### config.mk
export PLATFORM = sky130hd
export DESIGN_NAME = id_bypass_scoreboard_flat
export DESIGN_NICKNAME = d
export VERILOG_FILES = /design/src/rtl/id_bypass_scoreboard_if.sv /design/src/rtl/id_bypass_scoreboard.sv /design/src/flat_wrapper.sv
export SDC_FILE = /design/constraint.sdc
export NUM_CORES = 1
export LEC_CHECK = 0
export ABC_CLOCK_PERIOD_IN_PS = 9600
export CAP_MARGIN = 20
export CORE_AREA = 2 2 171 173
export DETAILED_ROUTE_END_ITERATION = 8
export DIE_AREA = 0 0 173 175
export PLACE_DENSITY = 0.65
export RECOVER_POWER = 25
export SYNTH_ARGS = -nofsm -noshare
export SYNTH_HDL_FRONTEND = slang
export SYNTH_SLANG_ARGS = --single-unit
### constraint.sdc
create_clock -name clk -period 9.6 [get_ports clk]
set_input_delay 1.92 -clock clk [delete_from_list [all_inputs] [get_ports clk]]
set_output_delay 1.92 -clock clk [all_outputs]
set_load 0.05 [all_outputs]
### src/rtl/id_bypass_scoreboard_if.sv
// Decode-stage operand resolution bus: source reads, forwarding stages,
// long-latency issue/writeback and the resolved results.
interface id_bypass_scoreboard_if #(
  parameter int unsigned NUM_SRC = 3,
  parameter int unsigned NUM_FWD = 3,
  parameter int unsigned DATA_W  = 32,
  parameter int unsigned AW      = 5
);
  localparam int unsigned NREG = 1 << AW;

  logic [NUM_SRC*AW-1:0]     src_addr;
  logic [NUM_SRC-1:0]        src_used;
  logic [NUM_SRC*DATA_W-1:0] rf_rdata;
  logic [NUM_SRC*DATA_W-1:0] src_value;
  logic [NUM_FWD*AW-1:0]     fwd_dest;
  logic [NUM_FWD-1:0]        fwd_we;
  logic [NUM_FWD-1:0]        fwd_ready;
  logic [NUM_FWD*DATA_W-1:0] fwd_data;
  logic                      issue_fire;
  logic                      issue_long;
  logic [AW-1:0]             issue_dest;
  logic                      lwb_valid;
  logic [AW-1:0]             lwb_dest;
  logic [DATA_W-1:0]         lwb_data;
  logic                      sb_flush;
  logic                      stall;
  logic [NREG-1:0]           busy_vec;
  logic [31:0]               stall_cnt;

  // Decode side: drives operands and pipeline state, consumes results.
  modport master (
    output src_addr, src_used, rf_rdata, fwd_dest, fwd_we, fwd_ready, fwd_data,
           issue_fire, issue_long, issue_dest, lwb_valid, lwb_dest, lwb_data,
           sb_flush,
    input  src_value, stall, busy_vec, stall_cnt
  );

  // Resolution unit side.
  modport slave (
    input  src_addr, src_used, rf_rdata, fwd_dest, fwd_we, fwd_ready, fwd_data,
           issue_fire, issue_long, issue_dest, lwb_valid, lwb_dest, lwb_data,
           sb_flush,
    output src_value, stall, busy_vec, stall_cnt
  );
endinterface

### src/rtl/id_bypass_scoreboard.sv
// Operand resolution for decode: picks the newest value of each source
// register from the forwarding stages, long-latency writeback or regfile,
// raises RAW/WAW stall, and tracks outstanding long-latency destinations.
module id_bypass_scoreboard #(
  parameter int unsigned NUM_SRC = 3,
  parameter int unsigned NUM_FWD = 3,
  parameter int unsigned DATA_W  = 32,
  parameter int unsigned AW      = 5
) (
  input logic                    clk,
  input logic                    reset,
  id_bypass_scoreboard_if.slave  bus
);
  localparam int unsigned NREG = 1 << AW;

  logic [NREG-1:0]           busy_q;
  logic [NREG-1:0]           busy_d;
  logic [NREG-1:0]           busy_eff;
  logic [NUM_SRC-1:0]        slot_stall;
  logic [NUM_SRC*DATA_W-1:0] src_value_c;
  logic                      waw_stall;
  logic                      stall_c;
  logic                      set_en;
  logic [31:0]               stall_cnt_q;

  logic [AW-1:0]             addr_t;
  logic [DATA_W-1:0]         val_t;
  logic                      hit_t;
  logic                      stl_t;

  // Scoreboard seen by the combinational path; reads as empty during reset.
  assign busy_eff = reset ? '0 : busy_q;

  // Per-slot resolution: r0, long writeback bypass, youngest stage, scoreboard, regfile.
  always_comb begin
    src_value_c = '0;
    slot_stall  = '0;
    addr_t      = '0;
    val_t       = '0;
    hit_t       = 1'b0;
    stl_t       = 1'b0;
    for (int unsigned i = 0; i < NUM_SRC; i++) begin
      addr_t = bus.src_addr[i*AW +: AW];
      val_t  = bus.rf_rdata[i*DATA_W +: DATA_W];
      hit_t  = 1'b0;
      stl_t  = 1'b0;
      if (addr_t == '0) begin
        val_t = '0;
      end else if (bus.lwb_valid && (bus.lwb_dest == addr_t)) begin
        val_t = bus.lwb_data;
      end else begin
        for (int unsigned k = 0; k < NUM_FWD; k++) begin
          if (!hit_t && bus.fwd_we[k] && (bus.fwd_dest[k*AW +: AW] == addr_t)) begin
            hit_t = 1'b1;
            if (bus.fwd_ready[k]) begin
              val_t = bus.fwd_data[k*DATA_W +: DATA_W];
            end else begin
              stl_t = 1'b1;
            end
          end
        end
        if (!hit_t && busy_eff[addr_t]) begin
          stl_t = 1'b1;
        end
      end
      src_value_c[i*DATA_W +: DATA_W] = val_t;
      slot_stall[i] = stl_t & bus.src_used[i];
    end
  end

  // A second long op to a still-busy register waits unless it retires this cycle.
  assign waw_stall = bus.issue_long && busy_eff[bus.issue_dest] &&
                     !(bus.lwb_valid && (bus.lwb_dest == bus.issue_dest));
  assign stall_c   = (|slot_stall) | waw_stall;
  assign set_en    = bus.issue_fire & bus.issue_long & (bus.issue_dest != '0) & ~stall_c;

  // Next scoreboard: clear on writeback, set on issue (set wins), flush clears all.
  always_comb begin
    busy_d = busy_q;
    if (bus.lwb_valid) begin
      busy_d[bus.lwb_dest] = 1'b0;
    end
    if (set_en) begin
      busy_d[bus.issue_dest] = 1'b1;
    end
    if (bus.sb_flush) begin
      busy_d = '0;
    end
  end

  // Scoreboard register.
  always_ff @(posedge clk) begin
    if (reset) begin
      busy_q <= '0;
    end else begin
      busy_q <= busy_d;
    end
  end

  // Saturating stall-cycle counter; survives flushes.
  always_ff @(posedge clk) begin
    if (reset) begin
      stall_cnt_q <= '0;
    end else if (stall_c && (stall_cnt_q != 32'hFFFF_FFFF)) begin
      stall_cnt_q <= stall_cnt_q + 32'd1;
    end
  end

  assign bus.src_value = src_value_c;
  assign bus.stall     = stall_c;
  assign bus.busy_vec  = busy_q;
  assign bus.stall_cnt = stall_cnt_q;
endmodule
### src/flat_wrapper.sv
// flat-port wrapper written by rule: the top's interface ports become plain ports
module id_bypass_scoreboard_flat 
#(
  parameter int unsigned NUM_SRC = 3,
  parameter int unsigned NUM_FWD = 3,
  parameter int unsigned DATA_W  = 32,
  parameter int unsigned AW      = 5
)
  (clk, reset, bus_src_addr, bus_src_used, bus_rf_rdata, bus_fwd_dest, bus_fwd_we, bus_fwd_ready, bus_fwd_data, bus_issue_fire, bus_issue_long, bus_issue_dest, bus_lwb_valid, bus_lwb_dest, bus_lwb_data, bus_sb_flush, bus_src_value, bus_stall, bus_busy_vec, bus_stall_cnt);
  id_bypass_scoreboard_if #(.NUM_SRC(NUM_SRC), .NUM_FWD(NUM_FWD), .DATA_W(DATA_W), .AW(AW)) bus_i ();
  input logic clk;
  input logic reset;
  input wire logic [$bits(bus_i.src_addr)-1:0] bus_src_addr;
  input wire logic [$bits(bus_i.src_used)-1:0] bus_src_used;
  input wire logic [$bits(bus_i.rf_rdata)-1:0] bus_rf_rdata;
  input wire logic [$bits(bus_i.fwd_dest)-1:0] bus_fwd_dest;
  input wire logic [$bits(bus_i.fwd_we)-1:0] bus_fwd_we;
  input wire logic [$bits(bus_i.fwd_ready)-1:0] bus_fwd_ready;
  input wire logic [$bits(bus_i.fwd_data)-1:0] bus_fwd_data;
  input wire logic [$bits(bus_i.issue_fire)-1:0] bus_issue_fire;
  input wire logic [$bits(bus_i.issue_long)-1:0] bus_issue_long;
  input wire logic [$bits(bus_i.issue_dest)-1:0] bus_issue_dest;
  input wire logic [$bits(bus_i.lwb_valid)-1:0] bus_lwb_valid;
  input wire logic [$bits(bus_i.lwb_dest)-1:0] bus_lwb_dest;
  input wire logic [$bits(bus_i.lwb_data)-1:0] bus_lwb_data;
  input wire logic [$bits(bus_i.sb_flush)-1:0] bus_sb_flush;
  output wire logic [$bits(bus_i.src_value)-1:0] bus_src_value;
  output wire logic [$bits(bus_i.stall)-1:0] bus_stall;
  output wire logic [$bits(bus_i.busy_vec)-1:0] bus_busy_vec;
  output wire logic [$bits(bus_i.stall_cnt)-1:0] bus_stall_cnt;
  assign bus_i.src_addr = bus_src_addr;
  assign bus_i.src_used = bus_src_used;
  assign bus_i.rf_rdata = bus_rf_rdata;
  assign bus_i.fwd_dest = bus_fwd_dest;
  assign bus_i.fwd_we = bus_fwd_we;
  assign bus_i.fwd_ready = bus_fwd_ready;
  assign bus_i.fwd_data = bus_fwd_data;
  assign bus_i.issue_fire = bus_issue_fire;
  assign bus_i.issue_long = bus_issue_long;
  assign bus_i.issue_dest = bus_issue_dest;
  assign bus_i.lwb_valid = bus_lwb_valid;
  assign bus_i.lwb_dest = bus_lwb_dest;
  assign bus_i.lwb_data = bus_lwb_data;
  assign bus_i.sb_flush = bus_sb_flush;
  assign bus_src_value = bus_i.src_value;
  assign bus_stall = bus_i.stall;
  assign bus_busy_vec = bus_i.busy_vec;
  assign bus_stall_cnt = bus_i.stall_cnt;
  id_bypass_scoreboard #(.NUM_SRC(NUM_SRC), .NUM_FWD(NUM_FWD), .DATA_W(DATA_W), .AW(AW)) u_core (.clk(clk), .reset(reset), .bus(bus_i));
endmodule
# --- Yosys cells after proc, flatten, opt, wreduce, memory -nomap -nowiden ---
# Index checks and enable logic that the tools add are counted.
totals:
  register_bits: 64
  out_inout_bits: 161
  word_cells: 169
op_classes:
  addsub: 1
  order_cmp: 7
  eq_ne: 14
  n_mux: 91
  n_bitwise: 11
  n_reduce_logical: 43
op_table:
  columns: ["op", "count"]
  rows:
  - ["32-bit 2-to-1 mux", 27]
  - ["5-bit equality test", 13]
  - ["1-bit 2-to-1 mux", 58]
  - ["32-bit by 1-bit adder with 32-bit output (second input constant)", 1]
  - ["32-bit bitwise AND", 1]
  - ["32-bit != test (second input constant)", 1]
  - ["32-bit NOT", 1]
  - ["32-bit bitwise OR", 1]
  - ["5-bit by 6-bit less-than comparator with 1-bit output (second input constant)", 5]
  - ["1-bit logical AND", 27]
  - ["1-bit binary-select mux with 5-bit select", 4]
  - ["5-bit zero test", 3]
  - ["1-bit demux with 5-bit select", 2]
  - ["5-bit by 1-bit >= comparator with 1-bit output (second input constant)", 2]
  - ["1-bit zero test", 10]
  - ["1-bit bitwise AND", 6]
  - ["5-bit nonzero test", 1]
  - ["3-bit OR reduction", 1]
  - ["2-bit OR reduction", 1]
  - ["1-bit NOT", 1]
  - ["1-bit bitwise OR", 1]

# --- Logic depth before layout (Yosys ltp) ---
logic_depth:
  ltp_word: 28
  mapped_depth: 13
  mapped_depth_nobuf: 9

# --- Worst setup path before layout ---
# Ideal clock, no wire load.
synth_path:
  path_kind: "in2out"
  start: "input bus_src_addr[6]"
  end: "output bus_src_value[53]"
  t_arrival_ns: 4.713
  slack_ns: 2.967
  stages: 12
  path_buffers: 3
  cell_sequence: "buf_2 > xor2_1 > nor4_1 > and3_1 > nand3b_1 > nand2_1 > clkbuf_1 > clkbuf_1 > nor2_1 > o311ai_0 > o21ai_0 > nor2_1"
synth_between:
  elab_chain_len: 17
  elab_cells_between_ends: 26
  classes_between: "eq/ne: 4; mux: 13; reduce/logical: 9"
synth_lines:
  columns: ["item", "line_no", "text"]
  rows:
  - ["from (decl)", "flat_wrapper.sv:13", "input wire logic [$bits(bus_i.src_addr)-1:0] bus_src_addr;"]
  - ["5-bit equality test", "id_bypass_scoreboard.sv:53", "if (!hit_t && bus.fwd_we[k] && (bus.fwd_dest[k*AW +: AW] == addr_t)) begin"]
  - ["1-bit logical AND", "id_bypass_scoreboard.sv:53", null]
  - ["1-bit 2-to-1 mux", "id_bypass_scoreboard.sv:53", null]
  - ["1-bit 2-to-1 mux", "id_bypass_scoreboard.sv:49", "end else if (bus.lwb_valid && (bus.lwb_dest == addr_t)) begin"]
  - ["1-bit 2-to-1 mux", "id_bypass_scoreboard.sv:47", "if (addr_t == '0) begin"]
  - ["1-bit zero test", "id_bypass_scoreboard.sv:53", null]
  - ["1-bit logical AND (2 in a row)", "id_bypass_scoreboard.sv:53", null]
  - ["1-bit 2-to-1 mux", "id_bypass_scoreboard.sv:53", null]
  - ["1-bit 2-to-1 mux", "id_bypass_scoreboard.sv:49", null]
  - ["1-bit 2-to-1 mux", "id_bypass_scoreboard.sv:47", null]
  - ["1-bit zero test", "id_bypass_scoreboard.sv:53", null]
  - ["1-bit logical AND (2 in a row)", "id_bypass_scoreboard.sv:53", null]
  - ["32-bit 2-to-1 mux", "id_bypass_scoreboard.sv:53", null]
  - ["32-bit 2-to-1 mux", "id_bypass_scoreboard.sv:49", null]
  - ["32-bit 2-to-1 mux (*)", "id_bypass_scoreboard.sv:47", null]
  - ["to (decl)", "flat_wrapper.sv:27", "output wire logic [$bits(bus_i.src_value)-1:0] bus_src_value;"]
# Mark *: on every way between the ends. The rest lies on a longest branch, timed or not. The select of a mux whose other input is x is not followed.

# --- Worst setup path in the final report ---
layout_path:
  start: "input bus_src_addr[1]"
  end: "output bus_src_value[30]"
# The elaborated chain is that of the path after synthesis.

==> report_table.html <==
<table>
<tr><th>Metric</th><th>Value</th></tr>
<tr><th colspan="2">Min path</th></tr>
<tr><td>Worst Hold Depth</td><td>2</td></tr>
<tr><td>Hold path startpoint</td><td>u_core.bus.stall_cnt[17]$_SDFFE_PP0P_</td></tr>
<tr><td>Hold Crit Endpoint</td><td>u_core.bus.stall_cnt[17]$_SDFFE_PP0P_</td></tr>
<tr><td>Classification of the worst-slack hold path</td><td>reg2reg</td></tr>
<tr><th colspan="2">Worst setup path</th></tr>
<tr><td>CP Max Fanout</td><td>21</td></tr>
<tr><td>Reg2Reg Launch Point</td><td>u_core.bus.busy_vec[24]$_SDFF_PP0_</td></tr>
<tr><td>Setup slack of the worst register-to-register path</td><td>a little over 6000 ps</td></tr>
<tr><td>Endpoint of the lowest-slack register-to-register path</td><td>u_core.bus.stall_cnt[27]$_SDFFE_PP0P_</td></tr>
<tr><td>Beginning of the critical path</td><td>bus_src_addr[1]</td></tr>
<tr><td>Worst endpoint data arrival time</td><td>~6300 ps</td></tr>
<tr><td>Logic depth of the worst register-to-register path</td><td>9</td></tr>
<tr><td>Startpoint types</td><td>input pin</td></tr>
<tr><td>Critical Setup Path Class</td><td>in2out</td></tr>
<tr><td>Required time worst endpoint</td><td>approximately 7700 ps</td></tr>
<tr><td>Critical Path Sink Type</td><td>primary output</td></tr>
<tr><th colspan="2">STA</th></tr>
<tr><td>Worst-case hold slack</td><td>560.8 ps</td></tr>
<tr><td>Final hold violation count</td><td>0</td></tr>
<tr><td>Largest clock skew in the final design</td><td>around 6.6 ps</td></tr>
<tr><td>Unrepaired setup endpoints after global routing</td><td>false</td></tr>
<tr><td>Final count of pins violating max slew</td><td>0</td></tr>
<tr><td>Setup TNS</td><td>0 ps</td></tr>
<tr><td>Worst slew margin</td><td>33.42%</td></tr>
<tr><td>Worst-margin pin slew</td><td>995.5 ps</td></tr>
<tr><td>Number of setup violations in the final report</td><td>0</td></tr>
<tr><td>Fin crit period</td><td>8253 ps</td></tr>
<tr><td>Maximum frequency from static timing analysis</td><td>121.2 MHz</td></tr>
<tr><td>Ratio of final minimum period to clock period</td><td>a little under nine tenths</td></tr>
<tr><th colspan="2">Global routing</th></tr>
<tr><td>Initial antenna violation count</td><td>9</td></tr>
<tr><td>Maximum number of pins on one net before global-route repair</td><td>65</td></tr>
<tr><td>Aggregate global-route resource usage</td><td>30.44%</td></tr>
<tr><td>Number of global-route vias before repair</td><td>11538</td></tr>
<tr><td>Overall overflow remaining after global route</td><td>0</td></tr>
<tr><td>Global-route wire length before repair</td><td>72340 um</td></tr>
<tr><th colspan="2">Layout</th></tr>
<tr><td>Non-filler cells, final</td><td>~2000</td></tr>
<tr><td>Layout Cell Area excl Fill</td><td>0.01390 mm2</td></tr>
<tr><td>Leading cell types in the layout, fill and taps excluded</td><td>sky130_fd_sc_hd__clkdlybuf4s50_1 (372), sky130_fd_sc_hd__nor2_1 (235), sky130_fd_sc_hd__nand2_1 (117), sky130_fd_sc_hd__o21ai_0 (97), sky130_fd_sc_hd__o22ai_1 (66)</td></tr>
<tr><td>Area Growth Syn to Fin</td><td>54.28%</td></tr>
<tr><td>Fraction of layout cells with a size suffix above 1</td><td>7.035%</td></tr>
<tr><td>Most frequent standard cell in the layout excluding fill and tap cells</td><td>sky130_fd_sc_hd__clkdlybuf4s50_1</td></tr>
<tr><td>Final nets</td><td>1924</td></tr>
<tr><th colspan="2">Synthesis</th></tr>
<tr><td>Flip-flop cell with the highest count after synthesis</td><td>sky130_fd_sc_hd__dfxtp_1</td></tr>
<tr><td>Top cells by area, synth</td><td>sky130_fd_sc_hd__dfxtp_1 (14%), sky130_fd_sc_hd__nor2_1 (9.9%), sky130_fd_sc_hd__o311ai_0 (5.9%)</td></tr>
<tr><td>Number of flops mapped to enable cells by yosys</td><td>0</td></tr>
<tr><td>Top cell type by total area after synthesis</td><td>sky130_fd_sc_hd__dfxtp_1</td></tr>
<tr><td>Instance count of the mapped netlist</td><td>roughly 1300</td></tr>
<tr><td>Synth cell types</td><td>75</td></tr>
<tr><td>Area share of the largest cell type after synthesis</td><td>14.22%</td></tr>
<tr><td>Number of nets produced by synthesis</td><td>1575</td></tr>
<tr><td>Count of synthesis-stage warnings from yosys</td><td>0</td></tr>
<tr><td>Syn Std Cell Area</td><td>0.009010 mm2</td></tr>
<tr><td>Fraction of the yosys area taken by sequential cells</td><td>14.22%</td></tr>
<tr><td>Post-synth ARST share</td><td>0%</td></tr>
<tr><td>Number of register bits inferred by synthesis</td><td>64</td></tr>
<tr><td>Mean instance size in the synthesized netlist</td><td>6.957 um2</td></tr>
<tr><th colspan="2">Clocking</th></tr>
<tr><td>Post-CTS setup-driven buffer insertion count</td><td>0</td></tr>
<tr><td>Total number of H-tree levels</td><td>3</td></tr>
<tr><td>PostCTS Resize Cnt</td><td>0</td></tr>
<tr><td>Number of buffers inserted during clock tree synthesis</td><td>9</td></tr>
<tr><td>Number of buffers between clock root and the deepest sink</td><td>2</td></tr>
<tr><td>Clock tree from TritonCTS</td><td>built</td></tr>
<tr><td>Number of clock sinks</td><td>64</td></tr>
<tr><td>Root Driver</td><td>sky130_fd_sc_hd__clkbuf_16</td></tr>
<tr><td>Clock transition time at the flip-flop clock pins of the worst setup and hold paths</td><td>about 60 ps</td></tr>
<tr><td>Quantity of hold-fixing buffers added after cts</td><td>0</td></tr>
<tr><td>Clock latency at the later pin of the worst-skew pair</td><td>330 ps</td></tr>
<tr><th colspan="2">Detailed routing</th></tr>
<tr><td>Total via count after detailed routing</td><td>roughly 12000</td></tr>
<tr><td>Routed WL</td><td>48470 um</td></tr>
<tr><td>Number of remaining DRC errors</td><td>0</td></tr>
<tr><td>Router iterations before antenna repair</td><td>6</td></tr>
<tr><td>Post-detailed-route count of antenna-violating nets</td><td>0</td></tr>
<tr><td>Violation count after the first detailed-routing iteration</td><td>roughly 1300</td></tr>
<tr><td>WL per Instance</td><td>23.76 um</td></tr>
<tr><td>Mean number of vias per cell</td><td>around 6</td></tr>
<tr><th colspan="2">Power</th></tr>
<tr><td>Net switching fraction of the power</td><td>37.53%</td></tr>
<tr><td>Leak Pwr</td><td>5.026 nW</td></tr>
<tr><td>Proportion of power drawn by combinational gates</td><td>46.9%</td></tr>
<tr><td>Total Power Consumption</td><td>0.001237 W</td></tr>
<tr><td>Sequential fraction of design power</td><td>21.9%</td></tr>
<tr><td>Power Density</td><td>88.99 mW/mm2</td></tr>
<tr><td>Clock network fraction of design power</td><td>31.3%</td></tr>
<tr><td>Internal power component</td><td>0.0007728 W</td></tr>
<tr><td>Worst IR Drop VDD</td><td>0.08587 mV</td></tr>
<tr><td>Net switching power of the design</td><td>0.0004643 W</td></tr>
<tr><th colspan="2">Floorplanning</th></tr>
<tr><td>Area enclosed by the die boundary</td><td>0.03028 mm2</td></tr>
<tr><td>Core region area</td><td>about 0.028 mm2</td></tr>
<tr><td>Chip height</td><td>175 um</td></tr>
<tr><td>Initial standard-cell utilization of the core</td><td>31.73%</td></tr>
<tr><td>Number of cell rows</td><td>between 60 and 70</td></tr>
<tr><td>X dimension of the die</td><td>173 um</td></tr>
<tr><td>I/O pin count</td><td>440</td></tr>
<tr><th colspan="2">Place</th></tr>
<tr><td># placed instances</td><td>2017</td></tr>
<tr><td>Placed cell areas</td><td>0.01353 mm2</td></tr>
<tr><td>Buffers added on ports</td><td>~440</td></tr>
<tr><td>Final weighted congestion in routability-driven placement</td><td>roughly 0.98</td></tr>
<tr><td>Placed wire-length estimate after detailed placement</td><td>35860 um</td></tr>
<tr><th colspan="2">Flow run</th></tr>
<tr><td>Number of max-cap violations</td><td>0</td></tr>
<tr><th colspan="2">Outcome</th></tr>
<tr><td>Outcome</td><td>complete, no violations</td></tr>
</table>
cell usage after synthesis, drive strengths merged, types with 4 or more instances:
| cell | count |
|---|---|
| nor2 | 237 |
| o21ai | 130 |
| nand2 | 118 |
| clkbuf | 83 |
| o22ai | 66 |
| dfxtp | 64 |
| o211ai | 63 |
| o311ai | 62 |
| mux2i | 49 |
| a21oi | 48 |
| xor2 | 46 |
| buf | 40 |
| nor2b | 31 |
| nand3 | 28 |
| and3 | 27 |
| mux4 | 27 |
| xnor2 | 26 |
| mux2 | 17 |
| nand4 | 16 |
| inv | 15 |
| nor4 | 13 |
| nor3 | 8 |
| nand3b | 7 |
| a211oi | 5 |
| a311oi | 5 |
| and4 | 5 |
| a21boi | 4 |
| a31o | 4 |
| nor4b | 4 |
| or4 | 4 |
per-stage QoR:
step                      util (%)  setup slack [ps]
after floorplan                  -              2967
after global placement       47.65              1454
after detailed placement     47.65              1399
after CTS                    48.90              1389
after global routing         48.93             979.4
final                        48.96              1347
layer usage:
layer	wire [um]	global-route usage, %
met5	13	0
met4	1966	13.28
met3	4037	5.809
met2	22510	49.65
met1	19940	39.16
how the worst max path moves through the flow:
stage	end	cells after the start
2_1_floorplan	bus_src_value[53]	12
3_3_place_gp	bus_src_value[30]	12
3_5_place_dp	bus_src_value[30]	12
4_1_cts	bus_src_value[30]	12
5_1_grt	bus_src_value[30]	12
6_report	bus_src_value[30]	12
power by group through the flow:
stage | sequential, W | clock (W) | combinational [W]
CTS | 0.000271 | 0.000391 | 0.000578
detailed placement | 0.000276 | 0 | 0.000574
floorplan | 0.000283 | 0 | 0.000302
global route | 0.000271 | 0.000401 | 0.000608
global placement | 0.000276 | 0 | 0.000574
finish | 0.000271 | 0.000387 | 0.000580
flip-flops by register name (all words and copies together), names as in the netlist:
name / count
u_core.bus.busy_vec: 32
u_core.bus.stall_cnt: 32
kinds of logic (layout without fill, tap and decap cells):
logic type | count (synthesis) | after routing | synth area share, %
XOR/XNOR | 72 | 72 | 6.999
AO/OA/AOI/OAI | 405 | 405 | 30.04
other | 0 | 7 | 0
adder cells (fa/ha/maj) | 1 | 1 | 0.1388
AND/OR/NAND/NOR | 522 | 522 | 27.30
flip-flops | 64 | 64 | 14.22
buffers and inverters | 138 | 492 | 6.693
multiplexers | 93 | 93 | 14.61
worst max-delay path, cell delays in order:
cell and delay (ps):
sky130_fd_sc_hd__clkdlybuf4s50_1 1030, sky130_fd_sc_hd__xor2_1 160, sky130_fd_sc_hd__nor4_1 290, sky130_fd_sc_hd__and4_2 820, sky130_fd_sc_hd__buf_4 410, sky130_fd_sc_hd__mux2i_1 120, sky130_fd_sc_hd__nor2_1 90, sky130_fd_sc_hd__a21oi_1 50
sky130_fd_sc_hd__o211ai_1 180, sky130_fd_sc_hd__o21ai_0 220, sky130_fd_sc_hd__nor2_1 180, sky130_fd_sc_hd__clkdlybuf4s50_1 820
layout make-up:
cell class              count  area, um2
fillers                  2856      14490
multi-input cells        1093       7181
repair buffers            461       4529
flip-flops and latches     64       1281
well taps                 384      480.5
clock buffers              11      252.7
clock inverters             5      102.6
inverters                  15      56.30
diodes                      7      17.52
No activity file was read; power rests on OpenSTA's default activity.
